`src/rtl/aes_axis_tx.sv`:
```
// ----------------------------------------------------------------------------
// aes_axis_tx : buffers 128-bit AES result blocks and serializes them into
//               32-bit AXI4-Stream beats (optional per-word byte swap).
// Revision    : 1.0
// ----------------------------------------------------------------------------
`default_nettype none

module aes_axis_tx #(
  parameter int BLK_S      = 128,
  parameter int WORD_S     = 32,
  parameter int BUF_DEPTH  = 2,
  parameter int SWAP_BYTES = 1
) (
  input  logic                  aclk,
  input  logic                  areset,
  input  logic [BLK_S-1:0]      blk_i,
  input  logic                  blk_last_i,
  input  logic                  blk_valid_i,
  output logic                  blk_ready_o,
  output logic [WORD_S-1:0]     m00_axis_tdata,
  output logic [WORD_S/8-1:0]   m00_axis_tkeep,
  output logic                  m00_axis_tlast,
  output logic                  m00_axis_tvalid,
  input  logic                  m00_axis_tready,
  output logic [31:0]           blk_cnt_o
);

  localparam int PTR_W  = (BUF_DEPTH > 1) ? $clog2(BUF_DEPTH) : 1;
  localparam int CNT_W  = PTR_W + 1;
  localparam int NWORDS = BLK_S / WORD_S;
  localparam int BYTES  = WORD_S / 8;
  localparam logic [CNT_W-1:0] DEPTH_C   = CNT_W'(BUF_DEPTH);
  localparam logic [1:0]       LAST_WORD = 2'(NWORDS - 1);

  logic [BLK_S-1:0]     blk_mem_q [BUF_DEPTH];
  logic [BUF_DEPTH-1:0] last_mem_q;
  logic [PTR_W-1:0]     wr_ptr_q, wr_ptr_d;
  logic [PTR_W-1:0]     rd_ptr_q, rd_ptr_d;
  logic [CNT_W-1:0]     occ_q, occ_d;
  logic [1:0]           word_cnt_q, word_cnt_d;
  logic [31:0]          blk_cnt_q, blk_cnt_d;

  logic                 full_w, empty_w, push_w, hs_w, pop_w;
  logic [BLK_S-1:0]     head_blk_w;
  logic [WORD_S-1:0]    words_w [NWORDS];
  logic [WORD_S-1:0]    word_sel_w, word_out_w;

  assign full_w  = (occ_q == DEPTH_C);
  assign empty_w = (occ_q == '0);
  assign push_w  = blk_valid_i && !full_w;
  assign hs_w    = !empty_w && m00_axis_tready;
  assign pop_w   = hs_w && (word_cnt_q == LAST_WORD);

  assign head_blk_w = blk_mem_q[rd_ptr_q];

  // Word 0 is the most significant slice of the block.
  for (genvar k = 0; k < NWORDS; k++) begin : g_word
    assign words_w[k] = head_blk_w[BLK_S-1-WORD_S*k -: WORD_S];
  end

  assign word_sel_w = words_w[word_cnt_q];

  if (SWAP_BYTES != 0) begin : g_swap
    for (genvar b = 0; b < BYTES; b++) begin : g_byte
      assign word_out_w[8*b +: 8] = word_sel_w[WORD_S-1-8*b -: 8];
    end
  end else begin : g_pass
    assign word_out_w = word_sel_w;
  end

  assign blk_ready_o     = !full_w;
  assign m00_axis_tvalid = !empty_w;
  assign m00_axis_tdata  = empty_w ? '0 : word_out_w;
  assign m00_axis_tkeep  = empty_w ? '0 : '1;
  assign m00_axis_tlast  = !empty_w && (word_cnt_q == LAST_WORD) && last_mem_q[rd_ptr_q];
  assign blk_cnt_o       = blk_cnt_q;

  always_comb begin
    occ_d      = occ_q;
    wr_ptr_d   = wr_ptr_q;
    rd_ptr_d   = rd_ptr_q;
    word_cnt_d = word_cnt_q;
    blk_cnt_d  = blk_cnt_q;

    if (push_w && !pop_w) begin
      occ_d = occ_q + CNT_W'(1);
    end else if (!push_w && pop_w) begin
      occ_d = occ_q - CNT_W'(1);
    end

    if (push_w) begin
      wr_ptr_d = wr_ptr_q + PTR_W'(1);
    end

    if (hs_w) begin
      word_cnt_d = (word_cnt_q == LAST_WORD) ? 2'd0 : word_cnt_q + 2'd1;
    end

    if (pop_w) begin
      rd_ptr_d  = rd_ptr_q + PTR_W'(1);
      blk_cnt_d = blk_cnt_q + 32'd1;
    end
  end

  always_ff @(posedge aclk or posedge areset) begin
    if (areset) begin
      for (int i = 0; i < BUF_DEPTH; i++) begin
        blk_mem_q[i] <= '0;
      end
      last_mem_q <= '0;
      wr_ptr_q   <= '0;
      rd_ptr_q   <= '0;
      occ_q      <= '0;
      word_cnt_q <= '0;
      blk_cnt_q  <= '0;
    end else begin
      if (push_w) begin
        blk_mem_q[wr_ptr_q]  <= blk_i;
        last_mem_q[wr_ptr_q] <= blk_last_i;
      end
      wr_ptr_q   <= wr_ptr_d;
      rd_ptr_q   <= rd_ptr_d;
      occ_q      <= occ_d;
      word_cnt_q <= word_cnt_d;
      blk_cnt_q  <= blk_cnt_d;
    end
  end

endmodule

`default_nettype wire
```
`config.mk`:
```
export PLATFORM = sky130hd
export DESIGN_NAME = aes_axis_tx
export DESIGN_NICKNAME = d
export VERILOG_FILES = /design/src/rtl/aes_axis_tx.sv
export SDC_FILE = /design/constraint.sdc
export NUM_CORES = 1
export LEC_CHECK = 0
export ABC_AREA = 0
export CAP_MARGIN = 0
export CELL_PAD_IN_SITES_DETAIL_PLACEMENT = 0
export CELL_PAD_IN_SITES_GLOBAL_PLACEMENT = 1
export CORE_MARGIN = 1.5
export CORE_UTILIZATION = 45
export DETAILED_ROUTE_END_ITERATION = 8
export MAX_ROUTING_LAYER = met4
export PLACE_DENSITY_LB_ADDON = 0.1
export SLEW_MARGIN = 20
export SYNTH_ARGS = -nofsm -noshare
export SYNTH_HDL_FRONTEND = slang
export SYNTH_SLANG_ARGS = --single-unit
```
`constraint.sdc`:
```
create_clock -name aclk -period 11.23 [get_ports aclk]
set_clock_uncertainty 0.15 [all_clocks]
set_input_delay 1.123 -clock aclk [delete_from_list [all_inputs] [get_ports aclk]]
set_output_delay 1.123 -clock aclk [all_outputs]
set_load 0.01 [all_outputs]
```
# Yosys cells after proc, flatten, opt, wreduce, memory -nomap -nowiden
# Cells that the tools add are included.
[classes]
add_sub_neg = 6
order_cmp = 7
eq_ne = 2
muxes = 19
bitwise = 3
reduce_logical = 15
[op_table]
columns = ["op", "n"]
rows = [
  ["$mux 128", 4],
  ["$bwmux 256", 1],
  ["$demux 128 s1", 1],
  ["$mux 32", 3],
  ["$bmux 32 s2", 1],
  ["$add 32x1->32 const B", 1],
  ["$logic_and 1x1->1", 9],
  ["$mux 2", 3],
  ["$add 2x1->2 const B", 2],
  ["$eq 2x2->1 const B", 2],
  ["$ge 2x2->1 const B", 2],
  ["$logic_not 1->1", 4],
  ["$lt 1x2->1 const B", 2],
  ["$mux 4", 1],
  ["$not 1->2", 2],
  ["$ge 3x3->1 const B", 1],
  ["$mux 1", 3],
  ["$not 2->3", 1],
  ["$add 1x1->1 const B", 2],
  ["$bwmux 2", 1],
  ["$logic_not 2->1", 1],
  ["$lt 2x1->1 const B", 1],
  ["$reduce_bool 2->1", 1],
  ["$sub 2x1->2 const B", 1],
  ["other kinds (2)", 2],
]
[word_totals]
register_bits = 296
inputBits = 133
out_inout_bits = 71
elab_cells = 60

# Logic depth before layout (Yosys ltp)
# Gate-level depths: netlist of the first run.
[logic_depth]
depth_word = 8
mapped_depth = 8
mapped_depth_nobuf = 7

# Least setup slack after synthesis of the first run
# OpenSTA, ideal clock, no wires.
[synth_path]
path_kind = "flip-flop to output port"
from = "register word_cnt_q[0]"
to = "output port m00_axis_tdata[15]"
t_arrival_ps = 1656
required_time_ps = 9957
path_slack_ps = 8301
path_stages_with_launch = 6
n_path_buf = 2
path_cell_list = "dfrtp_1 > buf_2 > buf_2 > mux4_2 > mux2i_1 > nor2_1"
[synth_between]
elab_chain_len = 5
[synth_lines]
columns = ["element", "line", "source"]
rows = [
  ["from (decl)", "40", "logic [1:0] word_cnt_q, word_cnt_d;"],
  ["from (signal assigned)", "124", "word_cnt_q <= word_cnt_d;"],
  ["$not 2->3 (implied by the code)", "61", "assign word_sel_w = words_w[word_cnt_q];"],
  ["$bmux 32 s2", "61", ""],
  ["$mux 32 (implied by the code) (2 in a row)", "61", ""],
  ["$mux 32", "73", "assign m00_axis_tdata = empty_w ? '0 : word_out_w;"],
  ["to (decl)", "20", "output logic [WORD_S-1:0] m00_axis_tdata,"],
]
# No other way between the ends. The select of a mux whose other input is x is not followed.

# Worst setup path in the final report of the first run
[layout_path]
from = "register word_cnt_q[0]"
to = "output port m00_axis_tdata[16]"
# The elaborated chain is that of the path after synthesis.

==> PnR_summary.wiki, run 1 <==
{| class="wikitable"
! Metric !! Value
|-
| Portion of netlist area occupied by mux cells || 0.352
|-
| Count of hold buffers inserted by post-cts repair || 0
|-
| Top-level port count || 204
|-
| RSZ-0062 raised after global routing || false
|-
| Register-to-Register Setup Slack || 7.85 ns
|-
| Clk Latency, worst-skew pair || 0.50 ns
|-
| Count of max-cap constraint violations || 0
|-
| TritonCTS clock tree || yes
|-
| Mean number of vias per cell || 5.32
|-
| Relative slew slack || 0.325
|-
| Compound-gate portion of the synthesized area || 0.00281
|-
| Upper clock frequency limit || 0.214 GHz
|-
| CP required || 9.96 ns
|-
| Count of standard-cell rows || 62
|-
| Maximum number of buffers from clock root to sink || 3
|-
| Overall fraction of global-route tracks in use || 0.196
|-
| Final-report max-slew violation count || 0
|-
| Placement-stage worst setup slack || 6.93 ns
|-
| HPWL after detailed placement || 18.2 mm
|-
| Maximum net fanout on the critical path || 36
|-
| Initial antenna violation count || 4
|-
| Maximum number of pins on one net before global-route repair || 117
|-
| Leak Pwr || 0.00697 µW
|-
| Unique cell type count in the Yosys netlist || 31
|-
| Post-route DRC || 0
|-
| Post-Synthesis Net Count || 1000
|-
| Endpoint with the worst hold slack || blk_cnt_o[31]
|-
| Detailed Route WL || 28.4 mm
|-
| Setup violations, final || 0
|-
| Via count of the first global-routing pass || 8293
|-
| Setup crit start kind || flip-flop
|-
| Startpoint of the most critical hold path || blk_cnt_o[31]
|-
| CP Capture Type || primary output
|-
| H-tree depth || 2
|-
| Area of the core region || 0.0289 mm²
|-
| Total Negative Setup Slacks || 0 ns
|-
| Number of optimization iterations in the first detailed-route pass || 4
|-
| Number of cells produced by synthesis || 864
|-
| Total congestion overflow || 0
|-
| Final Hold Viols || 0
|-
| Die outline area || 0.0307 mm²
|-
| Flip-flop and latch count after synthesis || 296
|-
| Post-layout minimum cycle time || 4.68 ns
|-
| Worst Slack Setup Final || 6.55 ns
|-
| Final GP Congestion || 0.771
|-
| EDFF count, synth || 0
|-
| Effective utilization at floorplan || 0.461
|-
| Total via count in the routed design || 7782
|-
| Path type of the worst min-delay path || reg2reg
|-
| Worst Setup Path Type || reg2out
|-
| Global-route wire length before repair || 45.9 mm
|-
| Critical-path top delay cell || dfrtp_4
|-
| Most frequent standard cell in the layout excluding fill and tap cells || dfrtp_1
|-
| Number of warnings reported in the yosys synthesis log || 0
|-
| Post-detailed-route wirelength per cell || 19.4 µm
|-
| Mean instance size in the synthesized netlist || 15.4 µm²
|-
| Crit path buf inv count || 2
|-
| Clock tree root driver cell || clkbuf_16
|-
| Synth Flop Type || dfrtp_1
|-
| Die W || 175 µm
|-
| Layout net count || 1193
|-
| Async S/R FF share, synth || 1.00
|-
| Adder-Cell Fraction of Synth Area || 0.00281
|-
| Sequential fraction of the synthesis area || 0.555
|-
| Chip height || 175 µm
|-
| Share of post-route cells with drive strength above 1 || 0.368
|-
| Number of cells on the worst reg-to-reg path || 6
|-
| Share of synthesized cell area in and, or, nand and nor gates || 0.0395
|-
| Total setup buffers inserted after CTS || 0
|-
| Clk sinks || 296
|-
| Clock input transition at the sequential cells of the worst setup and hold paths || 0.06 ns
|-
| Share of the clock period used by the worst path after layout || 0.417
|-
| Post-detailed-route count of antenna-violating nets || 0
|-
| Data arrival, critical path || 3.41 ns
|-
| Mapped cell area || 0.0133 mm²
|-
| Worst Max-Slew Pin Slew || 1.00 ns
|-
| Area Growth Syn to Fin || 25.7%
|-
| Most frequent cells in the layout || 293 x dfrtp_1, 261 x mux2_2, 203 x clkdlybuf4s50_1
|-
| Combinational family with the most area after synthesis || multiplexers
|-
| Capture instance of the worst register-to-register path || blk_mem_q[189]
|-
| Depth of the worst hold-timing path || 1
|-
| Status || completed
|-
| XOR/XNOR share of the synthesized area || 0.0236
|-
| Peak per-stage delay on the critical path || 0.83 ns
|-
| Resize count post-CTS || 0
|-
| Areal power density over the cells || 295 mW/mm²
|-
| Initial DRC count || 334
|-
| Port buffer count || 203
|-
| Ordered cell list for the critical path || buf_4 > mux4_2 > mux2i_1 > nor2_1 > clkdlybuf4s50_1
|-
| Cell family with most CP delay || buffers and inverters
|-
| Final Core Density || 0.579
|-
| Beginning of the worst register-to-register path || occ_q[0]
|-
| Worst VDD drop || 155 µV
|-
| TritonCTS Buffers || 34
|}
## Yosys cell counts, types with 4 or more instances
cell type / number / area share
buf_4: 5 / 0.0028
or3_1: 4 / 0.0019
mux4_2: 64 / 0.11
xor2_1: 21 / 0.014
buf_2: 36 / 0.014
inv_1: 9 / 0.0025
mux2i_1: 32 / 0.024
clkbuf_1: 7 / 0.0020
nand4_1: 8 / 0.0038
dfrtp_1: 296 / 0.56
buf_1: 8 / 0.0023
nand3_1: 10 / 0.0038
nor3_1: 9 / 0.0034
and3_1: 5 / 0.0023
nand2_1: 12 / 0.0034
xnor2_1: 15 / 0.0098
nor2_1: 43 / 0.012
mux2_2: 261 / 0.22
## kinds of logic after synthesis
family                     Yosys count
AOI/OAI and AO/OA                    3
xor gates and xnor gates            36
adders and majority gates            3
buffers and inverters               66
DFF                                296
muxes                              357
and+or+nand+nor                    103
## sequential cells by signal (all words and copies together) (netlist names)
signal,count
wr_ptr_q,1
rd_ptr_q,1
blk_mem_q,256
blk_cnt_o,32
last_mem_q,2
word_cnt_q,2
occ_q,2
## metrics by stage
step	power (µW)	hold slack, ns	instance area, µm²	cells
3_5_place_dp	3950	0.310	15700	1405
2_1_floorplan	3260	0.318	13300	864
6_report	4940	0.315	16800	1464
4_1_cts	5030	0.319	16800	1460
5_1_grt	5250	0.352	16800	1464
3_3_place_gp	3910	0.306	15700	1405
## worst max-delay path by stage
| stage | startpoint | endpoint | slack, ns | depth (start not counted) |
|---|---|---|---|---|
| 3_5_place_dp | word_cnt_q[0] | m00_axis_tdata[31] | 6.93 | 5 |
| 6_report | word_cnt_q[0] | m00_axis_tdata[16] | 6.55 | 5 |
| 2_1_floorplan | areset | blk_cnt_o[0] | 1.78 | 1 |
| 3_3_place_gp | word_cnt_q[0] | m00_axis_tdata[9] | 6.93 | 5 |
| 5_1_grt | word_cnt_q[0] | m00_axis_tdata[31] | 6.23 | 5 |
| 4_1_cts | word_cnt_q[0] | m00_axis_tdata[31] | 6.41 | 5 |
## layer usage
metal	share of wire	GRT usage	routed length, µm	vias up
met5	0	-	0	-
met4	0.018	0.0527	516	0
met3	0.057	0.0422	1610	36
met2	0.48	0.304	13700	168
met1	0.44	0.263	12600	4029
li1	-	-	-	3549
## cell type report
| class | instances | area, µm² |
|---|---|---|
| Inverter | 9 | 41.3 |
| Timing Repair Buffer | 214 | 2110 |
| Antenna cell | 4 | 10.0 |
| Clock buffer | 49 | 998 |
| Multi-Input combinational cell | 502 | 5650 |
| Tap cell | 384 | 480 |
| Sequential cell | 296 | 7420 |
| Fill cell | 2309 | 12200 |
| Clock inverter | 6 | 58.8 |
## where the power goes
group	total [µW]	internal [µW]	switching (µW)	leakage (µW)
Sequential	1880	1570	311	0.00354
Clock	1050	636	412	0.000524
Combinational	2010	1260	751	0.00291
Note: power is estimated with default switching activity, not from simulation.
==> inputs of run 2 (changes only) <==
==> constraint.sdc (replaced) <==
create_clock -name aclk -period 4.33 [get_ports aclk]
set_clock_uncertainty 0.15 [all_clocks]
set_input_delay 0.433 -clock aclk [delete_from_list [all_inputs] [get_ports aclk]]
set_output_delay 0.433 -clock aclk [all_outputs]
set_load 0.01 [all_outputs]
==> PnR_summary.wiki, run 2 (synthesized netlist as in run 1, its figures left out) <==
{| class="wikitable"
! Metric !! Value
|-
| Fill cells || 2347
|-
| Sequential cell area in the final layout || 0.00742 mm²
|-
| Effective utilization at floorplan || 0.461
|-
| H-tree depth || 2
|-
| Final Hold Viols || 0
|-
| Worst Slack Setup Final || 0.668 ns
|-
| Via count of the first global-routing pass || 8429
|-
| Detailed Route WL || 28.6 mm
|-
| Clock input transition at the sequential cells of the worst setup and hold paths || 0.06 ns
|-
| Die W || 175 µm
|-
| Initial antenna violation count || 3
|-
| Status || completed
|-
| RSZ-0062 raised after global routing || false
|-
| Count of max-cap constraint violations || 0
|-
| Post-detailed-route count of antenna-violating nets || 0
|-
| Count of hold buffers inserted by post-cts repair || 0
|-
| Areal power density over the cells || 766 mW/mm²
|-
| Area Growth Syn to Fin || 27.0%
|-
| Chip height || 175 µm
|-
| Resize count post-CTS || 0
|-
| Placement-stage worst setup slack || 1.08 ns
|-
| Final GP Congestion || 0.757
|-
| Global-route wire length before repair || 47.1 mm
|-
| Setup crit start kind || flip-flop
|-
| Post-detailed-route wirelength per cell || 19.4 µm
|-
| Combined area of the multi-input logic cells || 0.00565 mm²
|-
| Maximum net fanout on the critical path || 40
|-
| Number of cells on the worst reg-to-reg path || 5
|-
| Share of post-route cells with drive strength above 1 || 0.371
|-
| Worst Setup Path Type || reg2out
|-
| Layout net count || 1199
|-
| Overall fraction of global-route tracks in use || 0.202
|-
| Data arrival, critical path || 3.08 ns
|-
| Beginning of the worst register-to-register path || word_cnt_q[0]
|-
| Clock tree root driver cell || clkbuf_16
|-
| Relative slew slack || 0.451
|-
| Capture instance of the worst register-to-register path || blk_cnt_o[10]
|-
| Count of standard-cell rows || 62
|-
| Post-route DRC || 0
|-
| Most frequent cells in the layout || 293 x dfrtp_1, 261 x mux2_2, 203 x clkdlybuf4s50_1
|-
| Setup violations, final || 0
|-
| Post-layout minimum cycle time || 3.66 ns
|-
| Clk Latency, worst-skew pair || 0.51 ns
|-
| TritonCTS clock tree || yes
|-
| HPWL after detailed placement || 19.0 mm
|-
| Worst Max-Slew Pin Slew || 0.823 ns
|-
| CP Capture Type || primary output
|-
| Clk sinks || 296
|-
| Most frequent standard cell in the layout excluding fill and tap cells || dfrtp_1
|-
| Port buffer count || 203
|-
| Maximum number of buffers from clock root to sink || 3
|-
| Total via count in the routed design || 7835
|-
| CP required || 3.75 ns
|-
| Register name with the most flops || blk_mem_q
|-
| Final Core Density || 0.585
|-
| Total congestion overflow || 0
|-
| Area of the core region || 0.0289 mm²
|-
| Maximum number of pins on one net before global-route repair || 83
|-
| Number of flip-flops in the largest register || 256
|-
| Cell area after layout || 0.0169 mm²
|-
| Final-report max-slew violation count || 0
|-
| Leak Pwr || 0.00704 µW
|-
| Mean number of vias per cell || 5.32
|-
| Path type of the worst min-delay path || in2async
|-
| Total setup buffers inserted after CTS || 0
|-
| TritonCTS Buffers || 35
|-
| Top-level port count || 204
|-
| Register-to-Register Setup Slack || 1.41 ns
|-
| Initial DRC count || 410
|-
| Worst VDD drop || 380 µV
|-
| Share of the clock period used by the worst path after layout || 0.846
|-
| Total Negative Setup Slacks || 0 ns
|-
| Number of optimization iterations in the first detailed-route pass || 4
|-
| Upper clock frequency limit || 0.273 GHz
|-
| Die outline area || 0.0307 mm²
|-
| Instance area after placement || 0.0158 mm²
|}
## run 2: changes by cell type in the layout (fill, tap and decap cells not counted), moves of 2 or more
cell	before	now
inv_6	1	3
clkbuf_8	7	4
buf_4	11	8
clkinvlp_4	0	2
buf_12	0	8
clkbuf_1	7	12
## run 2: cell type report
type | instances | share of cell area
Antenna cell | 3 | 0.000443
Clock buffer | 51 | 0.0576
Clock inverter | 10 | 0.00694
Inverter | 9 | 0.00222
Multi-Input combinational cell | 502 | 0.334
Sequential cell | 296 | 0.438
Tap cell | 384 | 0.0284
Timing Repair Buffer | 219 | 0.133
## run 2: power by group
part           internal [µW]  leakage, µW  total (µW)  switching (µW)
Combinational           3340      0.00297        5210            1870
Sequential              4070      0.00354        4960             889
Clock                   1690     0.000532        2810            1120
Total                   9100      0.00704       13000            3890
## run 2: worst max-delay path, cell delays in order, from the launching register on
cell             delay [ns]
dfrtp_4                0.97
buf_12                 0.30
mux4_2                 0.53
mux2i_1                0.19
nor2_1                 0.06
clkdlybuf4s50_1        0.51
## run 2: routing by layer
layer	global-route usage	share of wire
met1	0.268	0.45
met3	0.0444	0.056
met4	0.0474	0.018
met5	-	0
met2	0.318	0.48
## run 2: how the worst max path moves through the flow
stage / from / endpoint / depth (start not counted)
floorplan: areset / blk_cnt_o[0] / 1
global placement: word_cnt_q[0] / m00_axis_tdata[11] / 5
detailed placement: word_cnt_q[0] / m00_axis_tdata[11] / 5
CTS: word_cnt_q[0] / m00_axis_tdata[11] / 5
global route: word_cnt_q[0] / m00_axis_tdata[11] / 5
finish: word_cnt_q[0] / m00_axis_tdata[11] / 5
## run 2: through the flow
stage               power, µW  hold WS [ns]  instances
global route            13800         0.342       1474
detailed placement      10300         0.315       1410
global placement        10200         0.309       1410
finish                  13000         0.281       1474
CTS                     13200         0.293       1471
floorplan                8470         0.318        864
==> inputs of run 3 (changes only) <==
==> constraint.sdc (replaced) <==
create_clock -name aclk -period 3.4 [get_ports aclk]
set_clock_uncertainty 0.15 [all_clocks]
set_input_delay 0.34 -clock aclk [delete_from_list [all_inputs] [get_ports aclk]]
set_output_delay 0.34 -clock aclk [all_outputs]
set_load 0.01 [all_outputs]
==> PnR_summary.wiki, run 3 (synthesized netlist as in run 1, its figures left out) <==
{| class="wikitable"
! Metric !! Value
|-
| Mean number of vias per cell || 5.29
|-
| Worst VDD drop || 502 µV
|-
| Total congestion overflow || 0
|-
| Port buffer count || 203
|-
| Top-level port count || 204
|-
| Setup crit start kind || flip-flop
|-
| Relative slew slack || 0.481
|-
| Global-route wire length before repair || 46.4 mm
|-
| Crit path buf inv count || 2
|-
| Clock tree root driver cell || clkbuf_16
|-
| TritonCTS clock tree || yes
|-
| Areal power density over the cells || 975 mW/mm²
|-
| Post-layout minimum cycle time || 3.14 ns
|-
| Post-route DRC || 0
|-
| Overall fraction of global-route tracks in use || 0.199
|-
| H-tree depth || 2
|-
| Chip height || 175 µm
|-
| Share of the clock period used by the worst path after layout || 0.925
|-
| Die W || 175 µm
|-
| Area of the core region || 0.0289 mm²
|-
| Count of standard-cell rows || 62
|-
| Final Hold Viols || 0
|-
| Instance area after placement || 0.0159 mm²
|-
| Die outline area || 0.0307 mm²
|-
| Most frequent standard cell in the layout excluding fill and tap cells || dfrtp_1
|-
| Initial DRC count || 375
|-
| Cell family with most CP delay || buffers and inverters
|-
| TritonCTS Buffers || 34
|-
| Worst Setup Path Type || reg2out
|-
| Most frequent cells in the layout || 293 x dfrtp_1, 261 x mux2_2, 203 x clkdlybuf4s50_1
|-
| Maximum net fanout on the critical path || 17
|-
| Resize count post-CTS || 0
|-
| Leak Pwr || 0.00711 µW
|-
| Register-to-Register Setup Slack || 0.69 ns
|-
| Total via count in the routed design || 7834
|-
| Post-detailed-route wirelength per cell || 19.5 µm
|-
| Count of hold buffers inserted by post-cts repair || 0
|-
| Share of post-route cells with drive strength above 1 || 0.377
|-
| Clk Latency, worst-skew pair || 0.50 ns
|-
| CP required || 2.91 ns
|-
| Register name with the most flops || blk_mem_q
|-
| Maximum number of buffers from clock root to sink || 3
|-
| Effective utilization at floorplan || 0.461
|-
| Maximum number of pins on one net before global-route repair || 75
|-
| Setup violations, final || 0
|-
| Number of optimization iterations in the first detailed-route pass || 4
|-
| Initial antenna violation count || 3
|-
| Peak per-stage delay on the critical path || 0.65 ns
|-
| Cell area after layout || 0.0170 mm²
|-
| Detailed Route WL || 28.9 mm
|-
| CP Capture Type || primary output
|-
| Layout net count || 1207
|-
| Post-detailed-route count of antenna-violating nets || 0
|-
| Final GP Congestion || 0.765
|-
| Upper clock frequency limit || 0.318 GHz
|-
| Clk sinks || 296
|-
| Clock input transition at the sequential cells of the worst setup and hold paths || 0.06 ns
|-
| Status || completed
|-
| Number of flip-flops in the largest register || 256
|-
| Path type of the worst min-delay path || in2async
|-
| Data arrival, critical path || 2.65 ns
|-
| Ordered cell list for the critical path || buf_12 > mux4_2 > mux2i_1 > nor2_1 > clkdlybuf4s50_1
|-
| Worst Max-Slew Pin Slew || 0.778 ns
|-
| Via count of the first global-routing pass || 8116
|-
| Total power || 16600 µW
|-
| Critical-path top delay cell || dfrtp_4
|-
| Area Growth Syn to Fin || 27.8%
|-
| Count of max-cap constraint violations || 0
|-
| Final-report max-slew violation count || 0
|-
| RSZ-0062 raised after global routing || false
|-
| HPWL after detailed placement || 18.8 mm
|}
[run 3: cell count changes in the layout (fill, tap and decap cells not counted), sizes merged]
cell | previous run | this run
clkbuf | 51 | 50
buf | 16 | 25
diode | 3 | 4
clkinv | 4 | 8
clkinvlp | 2 | 1
bufinv | 2 | 1
inv | 11 | 8
[run 3: timing repair]
action | 4_1_cts | 5_1_grt
hold endpoints to repair | 0 | 0
buffers inserted | 1 | 0
endpoints found under the setup margin | 11 | 0
[run 3: power breakdown]
| part | total [µW] | internal, µW | switching (µW) |
|---|---|---|---|
| Sequential | 6150 | 5190 | 965 |
| Combinational | 6920 | 4340 | 2590 |
| Clock | 3540 | 2140 | 1400 |
| Total | 16600 | 11700 | 4950 |
[run 3: path summary, 6_finish.rpt]
| check | start | endpoint | cells past startpoint |
|---|---|---|---|
| setup / recovery | word_cnt_q[0] | m00_axis_tdata[0] | 5 |
| hold / removal | areset | blk_mem_q[61] | 2 |
| setup reg to reg | word_cnt_q[0] | blk_cnt_o[23] | 6 |
| hold reg to reg | blk_cnt_o[31] | blk_cnt_o[31] | 1 |
| max in group asynchronous | areset | blk_mem_q[142] | 3 |
| min in group aclk | blk_i[70] | blk_mem_q[198] | 2 |
[run 3: final cells by class]
| class | count | area [µm²] |
|---|---|---|
| fillers | 2328 | 11900 |
| flip-flops and latches | 296 | 7420 |
| multi-input cells | 502 | 5650 |
| repair buffers | 228 | 2370 |
| clock buffers | 50 | 1010 |
| well taps | 384 | 480 |
| clock inverters | 9 | 70.1 |
| inverters | 9 | 37.5 |
| diodes | 4 | 10.0 |
[run 3: metal layers]
metal	vias up	global-route usage	wire, µm
met4	0	0.0424	364
met1	4064	0.275	13300
met5	-	-	0
met2	156	0.302	13700
li1	3577	-	-
met3	37	0.0442	1570
[run 3: through the flow]
| step | util | std cells | hold WS (ns) | setup WS, ns | TNS [ns] |
|---|---|---|---|---|---|
| 6_report | 0.589 | 1482 | 0.179 | 0.255 | 0 |
| 3_3_place_gp | 0.551 | 1418 | 0.305 | 0.552 | 0 |
| 2_1_floorplan | - | 864 | 0.318 | -1.02 | -302.25 |
| 4_1_cts | 0.589 | 1478 | 0.195 | 0.193 | 0 |
| 5_1_grt | 0.589 | 1481 | 0.220 | 0.110 | 0 |
| 3_5_place_dp | 0.551 | 1418 | 0.333 | 0.510 | 0 |
